### config.mk
export PLATFORM = sky130hd
export DESIGN_NAME = vga_scene_compositor
export DESIGN_NICKNAME = d
export VERILOG_FILES = /design/src/rtl/vga_scene_compositor.sv
export SDC_FILE = /design/constraint.sdc
export NUM_CORES = 1
export LEC_CHECK = 0
export CAP_MARGIN = 20
export CORE_MARGIN = 8
export CORE_UTILIZATION = 40
export DETAILED_ROUTE_END_ITERATION = 10
export PLACE_DENSITY = 0.67
export SETUP_SLACK_MARGIN = 0.2
export SLEW_MARGIN = 10
export SYNTH_ARGS = -nofsm -noshare
export SYNTH_HDL_FRONTEND = slang
export SYNTH_SLANG_ARGS = --single-unit
export TNS_END_PERCENT = 30
### constraint.sdc
create_clock -name clk -period 2.6 [get_ports clk]
set_clock_uncertainty 0.05 [all_clocks]
set_input_delay 0.52 -clock clk [delete_from_list [all_inputs] [get_ports clk]]
set_output_delay 0.52 -clock clk [all_outputs]
set_load 0.01 [all_outputs]
### src/rtl/vga_scene_compositor.sv
// vga_scene_compositor
// Pixel compositor between the VGA timing generator and the VGA pins. Draws NUM_OBJ
// rectangles plus a one-scanline ground line, with fixed priority (lowest index on top)
// and a per-object hit-flash. Colour and syncs share a matched 2-stage pipeline.
//
// Ports:
//   clk, reset          single clock, synchronous active-high reset
//   pix_en              pixel strobe; all pixel state advances only when high
//   hcount, vcount      current pixel position
//   visible             active-video flag
//   hsync_in, vsync_in  syncs from the timing generator (active low)
//   frame_tick          high on the pixel at (0,0); latches object inputs
//   obj_x/obj_y         object i position at [i*COORD_W +: COORD_W]
//   obj_rgb, obj_en     object i colour {r,g,b} and draw enable
//   flash_trig          per-object pulse that starts/restarts the flash
//   hsync, vsync        syncs delayed by 2 pixel strobes
//   vga_r/g/b           output colour
module vga_scene_compositor #(
    parameter int unsigned NUM_OBJ      = 2,
    parameter int unsigned COORD_W      = 10,
    parameter int unsigned BOX_W        = 32,
    parameter int unsigned BOX_H        = 48,
    parameter int unsigned GROUND_Y     = 430,
    parameter logic [11:0] GROUND_RGB   = 12'hFF0,
    parameter logic [11:0] BG_RGB       = 12'h000,
    parameter int unsigned FLASH_FRAMES = 8
) (
    input  logic                       clk,
    input  logic                       reset,
    input  logic                       pix_en,
    input  logic [COORD_W-1:0]         hcount,
    input  logic [COORD_W-1:0]         vcount,
    input  logic                       visible,
    input  logic                       hsync_in,
    input  logic                       vsync_in,
    input  logic                       frame_tick,
    input  logic [NUM_OBJ*COORD_W-1:0] obj_x,
    input  logic [NUM_OBJ*COORD_W-1:0] obj_y,
    input  logic [NUM_OBJ*12-1:0]      obj_rgb,
    input  logic [NUM_OBJ-1:0]         obj_en,
    input  logic [NUM_OBJ-1:0]         flash_trig,
    output logic                       hsync,
    output logic                       vsync,
    output logic [3:0]                 vga_r,
    output logic [3:0]                 vga_g,
    output logic [3:0]                 vga_b
);

    localparam int unsigned CNT_W = $clog2(FLASH_FRAMES + 1);
    localparam int unsigned SUM_W = COORD_W + 1;

    logic [COORD_W-1:0] act_x   [NUM_OBJ];
    logic [COORD_W-1:0] act_y   [NUM_OBJ];
    logic [11:0]        act_rgb [NUM_OBJ];
    logic [NUM_OBJ-1:0] act_en;

    logic [NUM_OBJ-1:0] pend;
    logic [CNT_W-1:0]   cnt [NUM_OBJ];

    logic [NUM_OBJ-1:0] hit;
    logic [NUM_OBJ-1:0] hit_d;
    logic               gnd_d;
    logic               visible_d;
    logic               hsync_d;
    logic               vsync_d;
    logic [11:0]        pix_rgb;

    logic [SUM_W-1:0] h_ext;
    logic [SUM_W-1:0] v_ext;
    assign h_ext = SUM_W'(hcount);
    assign v_ext = SUM_W'(vcount);

    // Frame latch: object inputs only become visible at a frame boundary (no tearing).
    always_ff @(posedge clk) begin
        if (reset) begin
            act_en <= '0;
            for (int i = 0; i < int'(NUM_OBJ); i++) begin
                act_x[i]   <= '0;
                act_y[i]   <= '0;
                act_rgb[i] <= '0;
            end
        end else if (pix_en && frame_tick) begin
            act_en <= obj_en;
            for (int i = 0; i < int'(NUM_OBJ); i++) begin
                act_x[i]   <= obj_x[i*COORD_W +: COORD_W];
                act_y[i]   <= obj_y[i*COORD_W +: COORD_W];
                act_rgb[i] <= obj_rgb[i*12 +: 12];
            end
        end
    end

    // Flash: triggers are caught on any clk and applied on the next pixel strobe.
    // A pending load takes precedence over the per-frame decrement.
    always_ff @(posedge clk) begin
        if (reset) begin
            pend <= '0;
            for (int i = 0; i < int'(NUM_OBJ); i++) begin
                cnt[i] <= '0;
            end
        end else begin
            pend <= flash_trig | (pend & {NUM_OBJ{~pix_en}});
            if (pix_en) begin
                for (int i = 0; i < int'(NUM_OBJ); i++) begin
                    if (pend[i]) begin
                        cnt[i] <= CNT_W'(FLASH_FRAMES);
                    end else if (frame_tick && cnt[i] != '0) begin
                        cnt[i] <= cnt[i] - 1'b1;
                    end
                end
            end
        end
    end

    // Bounds are widened by one bit so x+BOX_W never wraps back onto low columns.
    for (genvar i = 0; i < int'(NUM_OBJ); i++) begin : g_hit
        logic [SUM_W-1:0] x_lo;
        logic [SUM_W-1:0] y_lo;
        logic [SUM_W-1:0] x_hi;
        logic [SUM_W-1:0] y_hi;
        assign x_lo   = SUM_W'(act_x[i]);
        assign y_lo   = SUM_W'(act_y[i]);
        assign x_hi   = x_lo + SUM_W'(BOX_W);
        assign y_hi   = y_lo + SUM_W'(BOX_H);
        assign hit[i] = act_en[i] && (h_ext >= x_lo) && (h_ext < x_hi) &&
                        (v_ext >= y_lo) && (v_ext < y_hi);
    end

    // Stage 1
    always_ff @(posedge clk) begin
        if (reset) begin
            hit_d     <= '0;
            gnd_d     <= 1'b0;
            visible_d <= 1'b0;
            hsync_d   <= 1'b1;
            vsync_d   <= 1'b1;
        end else if (pix_en) begin
            hit_d     <= hit;
            gnd_d     <= (vcount == COORD_W'(GROUND_Y));
            visible_d <= visible;
            hsync_d   <= hsync_in;
            vsync_d   <= vsync_in;
        end
    end

    // Walk from highest to lowest index so the lowest-index hit is the last writer.
    // cnt odd implies nonzero, so bit 0 alone selects the white flash phase.
    always_comb begin
        pix_rgb = gnd_d ? GROUND_RGB : BG_RGB;
        for (int i = int'(NUM_OBJ) - 1; i >= 0; i--) begin
            if (hit_d[i]) begin
                pix_rgb = cnt[i][0] ? 12'hFFF : act_rgb[i];
            end
        end
        if (!visible_d) begin
            pix_rgb = 12'h000;
        end
    end

    // Stage 2
    always_ff @(posedge clk) begin
        if (reset) begin
            vga_r <= '0;
            vga_g <= '0;
            vga_b <= '0;
            hsync <= 1'b1;
            vsync <= 1'b1;
        end else if (pix_en) begin
            vga_r <= pix_rgb[11:8];
            vga_g <= pix_rgb[7:4];
            vga_b <= pix_rgb[3:0];
            hsync <= hsync_d;
            vsync <= vsync_d;
        end
    end

endmodule

==> results of run 1 <==
[final cells by class]
cell class / instances / area (sq um)
fillers: 1248 / 6460
flip-flops and latches: 96 / 2640
well taps: 180 / 225
repair buffers: 131 / 1270
multi-input cells: 377 / 2810
clock inverters: 7 / 62.6
inverters: 47 / 180
clock buffers: 9 / 225
[per-stage QoR]
step	util, %	instance area [sq um]	worst slack [ns]
2_1_floorplan	-	5690	0.280
3_3_place_gp	50.6	7030	0.117
3_5_place_dp	50.6	7030	0.0321
4_1_cts	53.0	7350	0.191
5_1_grt	53.5	7420	0.124
6_report	53.5	7420	0.253
[critical path, stage by stage, from the launching register on]
cell	delay [ns]
edfxtp_1	0.43
inv_2	0.10
ha_4	0.15
nor2_1	0.05
xnor2_1	0.20
ha_1	0.29
a21o_1	0.18
a21oi_2	0.11
nor2_1	0.06
a211oi_2	0.21
nand3_1	0.15
a221oi_2	0.27
[cell families (layout without fill, tap and decap cells)]
logic type | Yosys count | in the layout | share of synthesized area, %
compound gates | 120 | 120 | 14.5
xor+xnor | 18 | 18 | 2.78
fa+ha+maj | 68 | 68 | 15.0
buf+inv | 71 | 194 | 4.76
flops | 96 | 96 | 46.5
mux | 1 | 1 | 0.176
simple gates | 170 | 170 | 16.3
[cells in the final DEF (no fill, tap or decap), drive strengths merged, types with 7 or more instances in the layout]
| cell | count |
|---|---|
| edfxtp | 72 |
| clkdlybuf4s50 | 107 |
| o211ai | 7 |
| ha | 68 |
| buf | 24 |
| and3 | 64 |
| a21o | 10 |
| nor2 | 36 |
| o2111ai | 17 |
| o21bai | 8 |
| dfxtp | 24 |
| nor2b | 9 |
| inv | 49 |
| nand3 | 7 |
| a211oi | 7 |
| nand2 | 23 |
| a21oi | 29 |
| xnor2 | 14 |
| nand2b | 7 |
| nor3 | 7 |
| o21ai | 19 |
| clkbuf | 9 |
[sequential cells by signal, indices dropped and copies added, names as in the netlist]
name,flops
gnd_d,1
vsync,1
pend,2
vga_g,4
vga_r,4
act_y,20
vsync_d,1
visible_d,1
cnt,8
hsync_d,1
vga_b,4
act_x,20
act_en,2
act_rgb,24
hsync,1
hit_d,2
[cell usage after synthesis (2+ instances only)]
cell	number	area (sq um)
or3_1	5	31.3
nor4_1	2	12.5
a21o_1	10	75.1
ha_1	68	851
nand4_1	3	18.8
o21bai_1	8	60.1
o2111ai_1	17	149
nand3_1	7	35.0
a31oi_1	3	18.8
o21ai_0	19	95.1
xnor2_1	14	123
nor3b_1	3	22.5
nor2_1	35	131
a21oi_1	29	145
nand2b_1	7	43.8
inv_2	2	7.51
xor2_1	4	35.0
and3_1	64	400
buf_1	2	7.51
o211ai_1	7	52.6
a21boi_0	3	22.5
clkbuf_1	21	78.8
edfxtp_1	72	2160
a211oi_1	7	52.6
nand2_1	23	86.3
nor3_1	6	30.0
inv_1	45	169
o21a_1	2	15.0
nor2b_1	9	56.3
a211o_1	6	52.6
a22o_1	2	17.5
dfxtp_1	24	480
[power by group through the flow]
stage	registers [mW]	clock network [mW]	logic, mW
floorplan	1.83	0	0.412
global placement	1.85	0	0.679
global route	1.83	1.36	0.838
CTS	1.82	1.30	0.724
finish	1.82	1.28	0.751
detailed placement	1.85	0	0.707
[worst paths after layout]
kind	startpoint	end	slack [ns]	cells after the start
setup reg to reg	act_y[0][5]$_SDFFCE_PN0P_	hit_d[0]$_SDFFE_PP0P_	0.25	11
hold / removal	vsync_d$_SDFFE_PP1P_	vsync$_SDFFE_PP1P_	0.41	1
setup / recovery	act_y[0][5]$_SDFFCE_PN0P_	hit_d[0]$_SDFFE_PP0P_	0.25	11
hold reg to reg	vsync_d$_SDFFE_PP1P_	vsync$_SDFFE_PP1P_	0.41	1
[metal layers]
metal / track usage [%] / routed length, microns
met1: 20.1 / 6790
met2: 25.6 / 6650
met3: 2.74 / 673
met4: 7.09 / 353
met5: 0 / 0
[what timing repair did]
item,CTS,global route
endpoints found under the setup margin,2,2
pin swaps,4,12
setup buffers,4,5
cloned,0,0
gates resized for setup,2,9
==> report_table.html, run 1 <==
<table>
<tr><th>Metric</th><th>Value</th></tr>
<tr><th colspan="2">Pwr</th></tr>
<tr><td>Internal power summed over all cells</td><td>2.81 mW</td></tr>
<tr><td>Clock network fraction of design power</td><td>~33%</td></tr>
<tr><td>Combinational Power Share</td><td>19.5%</td></tr>
<tr><td>Relative contribution of sequential cells to total power</td><td>a little under half</td></tr>
<tr><td>Switch share</td><td>between 20 and 30%</td></tr>
<tr><td>Switching power summed over all nets</td><td>just over 1 mW</td></tr>
<tr><td>Static leakage</td><td>between 3 and 4 nW</td></tr>
<tr><td>Ratio of total power to cell area</td><td>a little over 500 mW/mm^2</td></tr>
<tr><td>Total power consumption of the routed design</td><td>roughly 3.8 mW</td></tr>
<tr><td>Worst VDD drop</td><td>around 0.00036 V</td></tr>
<tr><th colspan="2">Die</th></tr>
<tr><td>Core box area</td><td>~0.014 sq mm</td></tr>
<tr><td>Overall die width</td><td>around 140 microns</td></tr>
<tr><td>Die Footprint</td><td>approximately 0.018 sq mm</td></tr>
<tr><td>Initial cell density of the core</td><td>between 40% and 50%</td></tr>
<tr><td>Die height</td><td>135 microns</td></tr>
<tr><td>Rows</td><td>43</td></tr>
<tr><td>Number of top-level pins</td><td>~110</td></tr>
<tr><th colspan="2">Cells and area</th></tr>
<tr><td>Net count, final</td><td>between 800 and 900</td></tr>
<tr><td>Synth-to-Final Area Change</td><td>30.7%</td></tr>
<tr><td>Fraction of final layout cells with drive strength greater than 1</td><td>under 10%</td></tr>
<tr><td>Antenna Cells</td><td>0</td></tr>
<tr><td>Post-Layout Cell Count</td><td>roughly 850</td></tr>
<tr><th colspan="2">Job</th></tr>
<tr><td>Max Cap Viol</td><td>0</td></tr>
<tr><th colspan="2">Critical path</th></tr>
<tr><td>Worst Setup Start Kind</td><td>flip-flop</td></tr>
<tr><td>Worst-path fanout max</td><td>3</td></tr>
<tr><td>Setup CP Type</td><td>flip-flop to flip-flop</td></tr>
<tr><td>Required time at the endpoint of the critical path</td><td>2.81 ns</td></tr>
<tr><td>CP arrival</td><td>2.55 ns</td></tr>
<tr><td>Nature of the critical path endpoint</td><td>flip-flop</td></tr>
<tr><th colspan="2">GRT</th></tr>
<tr><td>First-pass GRT wire length</td><td>~23 mm</td></tr>
<tr><td>Pin count of the biggest net entering global routing</td><td>38</td></tr>
<tr><td>Congestion Overflow GR</td><td>0</td></tr>
<tr><td>Initial antenna violation count</td><td>0</td></tr>
<tr><td>Via count of the first global-routing pass</td><td>4,787</td></tr>
<tr><td>Gr usage total</td><td>15.8%</td></tr>
<tr><th colspan="2">Timing</th></tr>
<tr><td>Ratio of final minimum period to clock period</td><td>between 90 and 100%</td></tr>
<tr><td>RSZ-0062 raised after global routing</td><td>true</td></tr>
<tr><td>Setup TNS after final layout</td><td>0 ns</td></tr>
<tr><td>Tmin final</td><td>2.35 ns</td></tr>
<tr><td>Fin. max-slew vios</td><td>0</td></tr>
<tr><td>Pin slew with the least headroom to its limit</td><td>0.565 ns</td></tr>
<tr><td>Relative slew slack</td><td>a little over 60%</td></tr>
<tr><td># setup viols final</td><td>0</td></tr>
<tr><td>Maximum clock frequency</td><td>about 0.43 GHz</td></tr>
<tr><td>Hold slack</td><td>0.412 ns</td></tr>
<tr><td>Number of hold violations in the final report</td><td>0</td></tr>
<tr><th colspan="2">Synth</th></tr>
<tr><td>Number of enable-type register cells in the synthesized netlist</td><td>72</td></tr>
<tr><td>Synth cell types</td><td>47</td></tr>
<tr><td>Mapped Avg Cell Area</td><td>10.4 sq um</td></tr>
<tr><td>Number of storage elements in the synthesis netlist</td><td>96</td></tr>
<tr><td>Mapped Cells</td><td>544</td></tr>
<tr><td>Sequential share of the synthesized area</td><td>between 40% and 50%</td></tr>
<tr><td>Cell area after synthesis</td><td>approximately 0.0057 sq mm</td></tr>
<tr><td>Synthesized netlist net count</td><td>707</td></tr>
<tr><td>Number of warning messages in the yosys log</td><td>0</td></tr>
<tr><td>Primary FF master, synth</td><td>edfxtp_1</td></tr>
<tr><td>Proportion of synthesized flip-flops having asynchronous set or reset</td><td>0%</td></tr>
<tr><th colspan="2">Clock network</th></tr>
<tr><td>Master cell of the clock root buffer</td><td>clkbuf_16</td></tr>
<tr><td>CTS HTree Levels</td><td>3</td></tr>
<tr><td>Clk sinks</td><td>96</td></tr>
<tr><td>Post-CTS Hold Fix Bufs</td><td>0</td></tr>
<tr><td>Post-CTS clock slew at the launch and capture registers of the worst setup and hold paths</td><td>0.07 ns</td></tr>
<tr><td>Latest clock arrival within the worst-skew pair</td><td>around 0.35 ns</td></tr>
<tr><td>Cts bufs inserted</td><td>9</td></tr>
<tr><td>Clock tree buffer depth</td><td>2</td></tr>
<tr><td>Clock tree from TritonCTS</td><td>done</td></tr>
<tr><th colspan="2">Routing</th></tr>
<tr><td># DRC</td><td>0</td></tr>
<tr><td>1st-iter DRT viols</td><td>261</td></tr>
<tr><td>Average detailed-routed wire length per instance</td><td>between 15 and 20 microns</td></tr>
<tr><td>Drt pass-1 iters</td><td>5</td></tr>
<tr><td>Via density per instance</td><td>5.35</td></tr>
<tr><td>Antenna viol nets, final</td><td>0</td></tr>
<tr><td>Via count</td><td>~4,500</td></tr>
<tr><td>Sum of routed wire length over all layers</td><td>14.5 mm</td></tr>
<tr><th colspan="2">Min path</th></tr>
<tr><td>Path category of the worst min-delay check</td><td>flip-flop to flip-flop</td></tr>
<tr><th colspan="2">Run status</th></tr>
<tr><td>Outcome</td><td>complete, no violations</td></tr>
<tr><th colspan="2">Placement</th></tr>
<tr><td>RePlAce Congestion</td><td>0.913</td></tr>
<tr><td>Number of I/O port buffers</td><td>108</td></tr>
<tr><td>Placed cell count</td><td>approximately 820</td></tr>
<tr><td>Hpwl dp</td><td>approximately 11 mm</td></tr>
</table>
Power figures use the tool's default switching activity.
==> inputs of run 2 (changes only) <==
--- a/config.mk
+++ b/config.mk
@@ -10,6 +10,7 @@
 export CORE_UTILIZATION = 40
 export DETAILED_ROUTE_END_ITERATION = 10
 export PLACE_DENSITY = 0.67
+export RECOVER_POWER = 25
 export SETUP_SLACK_MARGIN = 0.2
 export SLEW_MARGIN = 10
 export SYNTH_ARGS = -nofsm -noshare
==> report_table.html, run 2 (synthesis gave the netlist of run 1 again) <==
<table>
<tr><th>Metric</th><th>Value</th></tr>
<tr><th colspan="2">Die</th></tr>
<tr><td>Core box area</td><td>0.0139 sq mm (unchanged)</td></tr>
<tr><td>Initial cell density of the core</td><td>40.9% (unchanged)</td></tr>
<tr><td>Die height</td><td>135 microns (unchanged)</td></tr>
<tr><td>Rows</td><td>43 (unchanged)</td></tr>
<tr><td>Overall die width</td><td>135 microns (unchanged)</td></tr>
<tr><td>Number of top-level pins</td><td>109 (unchanged)</td></tr>
<tr><td>Die Footprint</td><td>0.0183 sq mm (unchanged)</td></tr>
<tr><th colspan="2">Pwr</th></tr>
<tr><td>Worst VDD drop</td><td>0.000362 V (-0.30%)</td></tr>
<tr><td>Static leakage</td><td>3.15 nW (-0.13%)</td></tr>
<tr><td>Ratio of total power to cell area</td><td>518 mW/mm^2 (about the same)</td></tr>
<tr><th colspan="2">Routing</th></tr>
<tr><td>Average detailed-routed wire length per instance</td><td>17.1 microns (+0.26%)</td></tr>
<tr><td>Sum of routed wire length over all layers</td><td>14.5 mm (+0.26%)</td></tr>
<tr><td>Antenna viol nets, final</td><td>0 (unchanged)</td></tr>
<tr><td>Drt pass-1 iters</td><td>6 (+1)</td></tr>
<tr><td>Via density per instance</td><td>5.33 (-0.35%)</td></tr>
<tr><td># DRC</td><td>0 (unchanged)</td></tr>
<tr><td>Via count</td><td>4,514 (-0.35%)</td></tr>
<tr><td>1st-iter DRT viols</td><td>270 (+3.4%)</td></tr>
<tr><th colspan="2">GRT</th></tr>
<tr><td>First-pass GRT wire length</td><td>23.2 mm (unchanged)</td></tr>
<tr><td>Initial antenna violation count</td><td>0 (unchanged)</td></tr>
<tr><td>Via count of the first global-routing pass</td><td>4,787 (unchanged)</td></tr>
<tr><td>Pin count of the biggest net entering global routing</td><td>38 (unchanged)</td></tr>
<tr><td>Gr usage total</td><td>15.8% (unchanged)</td></tr>
<tr><td>Congestion Overflow GR</td><td>0 (unchanged)</td></tr>
<tr><th colspan="2">Timing</th></tr>
<tr><td>RSZ-0062 raised after global routing</td><td>true</td></tr>
<tr><td>Fin. max-slew vios</td><td>0 (unchanged)</td></tr>
<tr><td>Fin worst setup slack</td><td>0.179 ns (-0.0736 ns)</td></tr>
<tr><td>Number of hold violations in the final report</td><td>0 (unchanged)</td></tr>
<tr><td>Maximum clock frequency</td><td>0.413 GHz (-3.0%)</td></tr>
<tr><td>Tmin final</td><td>2.42 ns (+0.0736 ns)</td></tr>
<tr><td>Setup TNS after final layout</td><td>0 ns (unchanged)</td></tr>
<tr><td>Pin slew with the least headroom to its limit</td><td>0.608 ns (+0.0434 ns)</td></tr>
<tr><td>Hold slack</td><td>0.413 ns (+0.000115 ns)</td></tr>
<tr><td>Relative slew slack</td><td>59.4% (-2.8 points)</td></tr>
<tr><td># setup viols final</td><td>0 (unchanged)</td></tr>
<tr><td>Ratio of final minimum period to clock period</td><td>93.1% (+2.8 points)</td></tr>
<tr><th colspan="2">Critical path</th></tr>
<tr><td>CP arrival</td><td>2.46 ns (-0.09 ns)</td></tr>
<tr><td>Required time at the endpoint of the critical path</td><td>2.64 ns (-0.17 ns)</td></tr>
<tr><td>Max stage delay cell, worst path</td><td>dlygate4sd3_1</td></tr>
<tr><td>Setup CP Type</td><td>primary input to flip-flop</td></tr>
<tr><td>Worst-path fanout max</td><td>34 (+31)</td></tr>
<tr><td>Worst Setup Start Kind</td><td>primary input</td></tr>
<tr><td>Chain of cells forming the critical path</td><td>dlygate4sd3_1 &gt; clkbuf_2 &gt; a21oi_1 &gt; clkinvlp_4 &gt; buf_12</td></tr>
<tr><td>Nature of the critical path endpoint</td><td>flip-flop</td></tr>
<tr><td>Crit-path max cell delay</td><td>0.59 ns (+0.16 ns)</td></tr>
<tr><th colspan="2">Placement</th></tr>
<tr><td>Placed cell count</td><td>822 (unchanged)</td></tr>
<tr><td>RePlAce Congestion</td><td>0.913 (unchanged)</td></tr>
<tr><td>Number of I/O port buffers</td><td>108 (unchanged)</td></tr>
<tr><td>Minimum setup slack after placement</td><td>0.0321 ns (unchanged)</td></tr>
<tr><td>Hpwl dp</td><td>11.0 mm (unchanged)</td></tr>
<tr><th colspan="2">Job</th></tr>
<tr><td>Max Cap Viol</td><td>0 (unchanged)</td></tr>
<tr><th colspan="2">Clock network</th></tr>
<tr><td>CTS HTree Levels</td><td>3 (unchanged)</td></tr>
<tr><td>Latest clock arrival within the worst-skew pair</td><td>0.35 ns (about the same)</td></tr>
<tr><td>Post-CTS clock slew at the launch and capture registers of the worst setup and hold paths</td><td>0.07 ns (about the same)</td></tr>
<tr><td>Cts bufs inserted</td><td>9 (unchanged)</td></tr>
<tr><td>Master cell of the clock root buffer</td><td>clkbuf_16</td></tr>
<tr><td>Clk sinks</td><td>96 (unchanged)</td></tr>
<tr><td>Clock tree from TritonCTS</td><td>done</td></tr>
<tr><td>Clock tree buffer depth</td><td>2 (unchanged)</td></tr>
<tr><th colspan="2">Run status</th></tr>
<tr><td>Outcome</td><td>complete, no violations</td></tr>
<tr><th colspan="2">Cells and area</th></tr>
<tr><td>Fillers</td><td>1,253 (+0.40%)</td></tr>
<tr><td>Largest registers</td><td>act_rgb (24), act_x (20), act_y (20)</td></tr>
<tr><td>Fraction of final layout cells with drive strength greater than 1</td><td>7.95% (-0.60 points)</td></tr>
<tr><td>Synth-to-Final Area Change</td><td>30.4%</td></tr>
<tr><td>Number of flip-flops under the largest register name</td><td>24 (unchanged)</td></tr>
<tr><td>Net count, final</td><td>825 (unchanged)</td></tr>
<tr><td>Register with the most flip-flops</td><td>act_rgb</td></tr>
<tr><td>Antenna Cells</td><td>0 (unchanged)</td></tr>
<tr><td>Leading cell types in the layout, fill and taps excluded</td><td>106 x clkdlybuf4s50_1, 72 x edfxtp_1, 66 x ha_1</td></tr>
<tr><td>Post-Layout Cell Count</td><td>847 (unchanged)</td></tr>
<tr><td>Most common library cell in the layout ignoring fill and taps</td><td>clkdlybuf4s50_1</td></tr>
<tr><th colspan="2">Min path</th></tr>
<tr><td>Path category of the worst min-delay check</td><td>flip-flop to flip-flop</td></tr>
</table>
## run 2: cell types whose count changed in the layout (fill, tap and decap cells not counted)
cell	previous run	this run
clkdlybuf4s50_1	107	106
dlygate4sd3_1	0	1
nor2_4	1	0
inv_2	6	5
clkbuf_2	0	1
buf_4	21	19
inv_1	40	41
a21oi_1	26	27
nor2_1	35	36
clkbuf_1	0	1
a21oi_2	3	2
## run 2: final timing paths
| check | cells past startpoint | slack, ns | start | endpoint |
|---|---|---|---|---|
| max | 5 | 0.18 | pix_en | act_rgb[0][13]$_SDFFCE_PN0P_ |
| min | 1 | 0.41 | vsync_d$_SDFFE_PP1P_ | vsync$_SDFFE_PP1P_ |
| max reg2reg | 11 | 0.24 | act_y[0][5]$_SDFFCE_PN0P_ | hit_d[0]$_SDFFE_PP0P_ |
| min reg2reg | 1 | 0.41 | vsync_d$_SDFFE_PP1P_ | vsync$_SDFFE_PP1P_ |
## run 2: critical path, delay by kind of cell
family | cells | cell delay [ns]
AO/OA/AOI/OAI | 1 | 0.46
buffers and inverters | 4 | 1.46
## run 2: cell type report
class / count / area, sq um / share of cell area [%]
Tap cell: 180 / 225 / 3.04
Clock buffer: 9 / 225 / 3.04
Clock inverter: 7 / 62.6 / 0.845
Inverter: 47 / 180 / 2.43
Multi-Input combinational cell: 377 / 2800 / 37.8
Timing Repair Buffer: 131 / 1270 / 17.1
Sequential cell: 96 / 2640 / 35.7
## run 2: power by group
part	internal (mW)	switching (mW)	total [mW]
sequential	1.76	0.0605	1.82
combinational	0.389	0.359	0.748
clock	0.665	0.609	1.27
## run 2: through the flow
stage	utilization (%)	instance area [sq um]	total power, mW
2_1_floorplan	-	5690	2.24
3_3_place_gp	50.6	7030	2.53
3_5_place_dp	50.6	7030	2.56
4_1_cts	53.0	7350	3.84
5_1_grt	53.3	7400	4.02
6_report	53.3	7400	3.84
## run 2: what timing repair did
item	in CTS	in global routing
setup buffers	4	5
hold buffers	0	0
pin swaps	4	12
endpoints found under the setup margin	2	2
resized for setup	2	9
## run 2: per-layer routing
metal	share of wire [%]	track usage [%]
met4	2.6	7.09
met1	46	20.1
met3	5.7	2.74
met2	46	25.6
met5	0	0
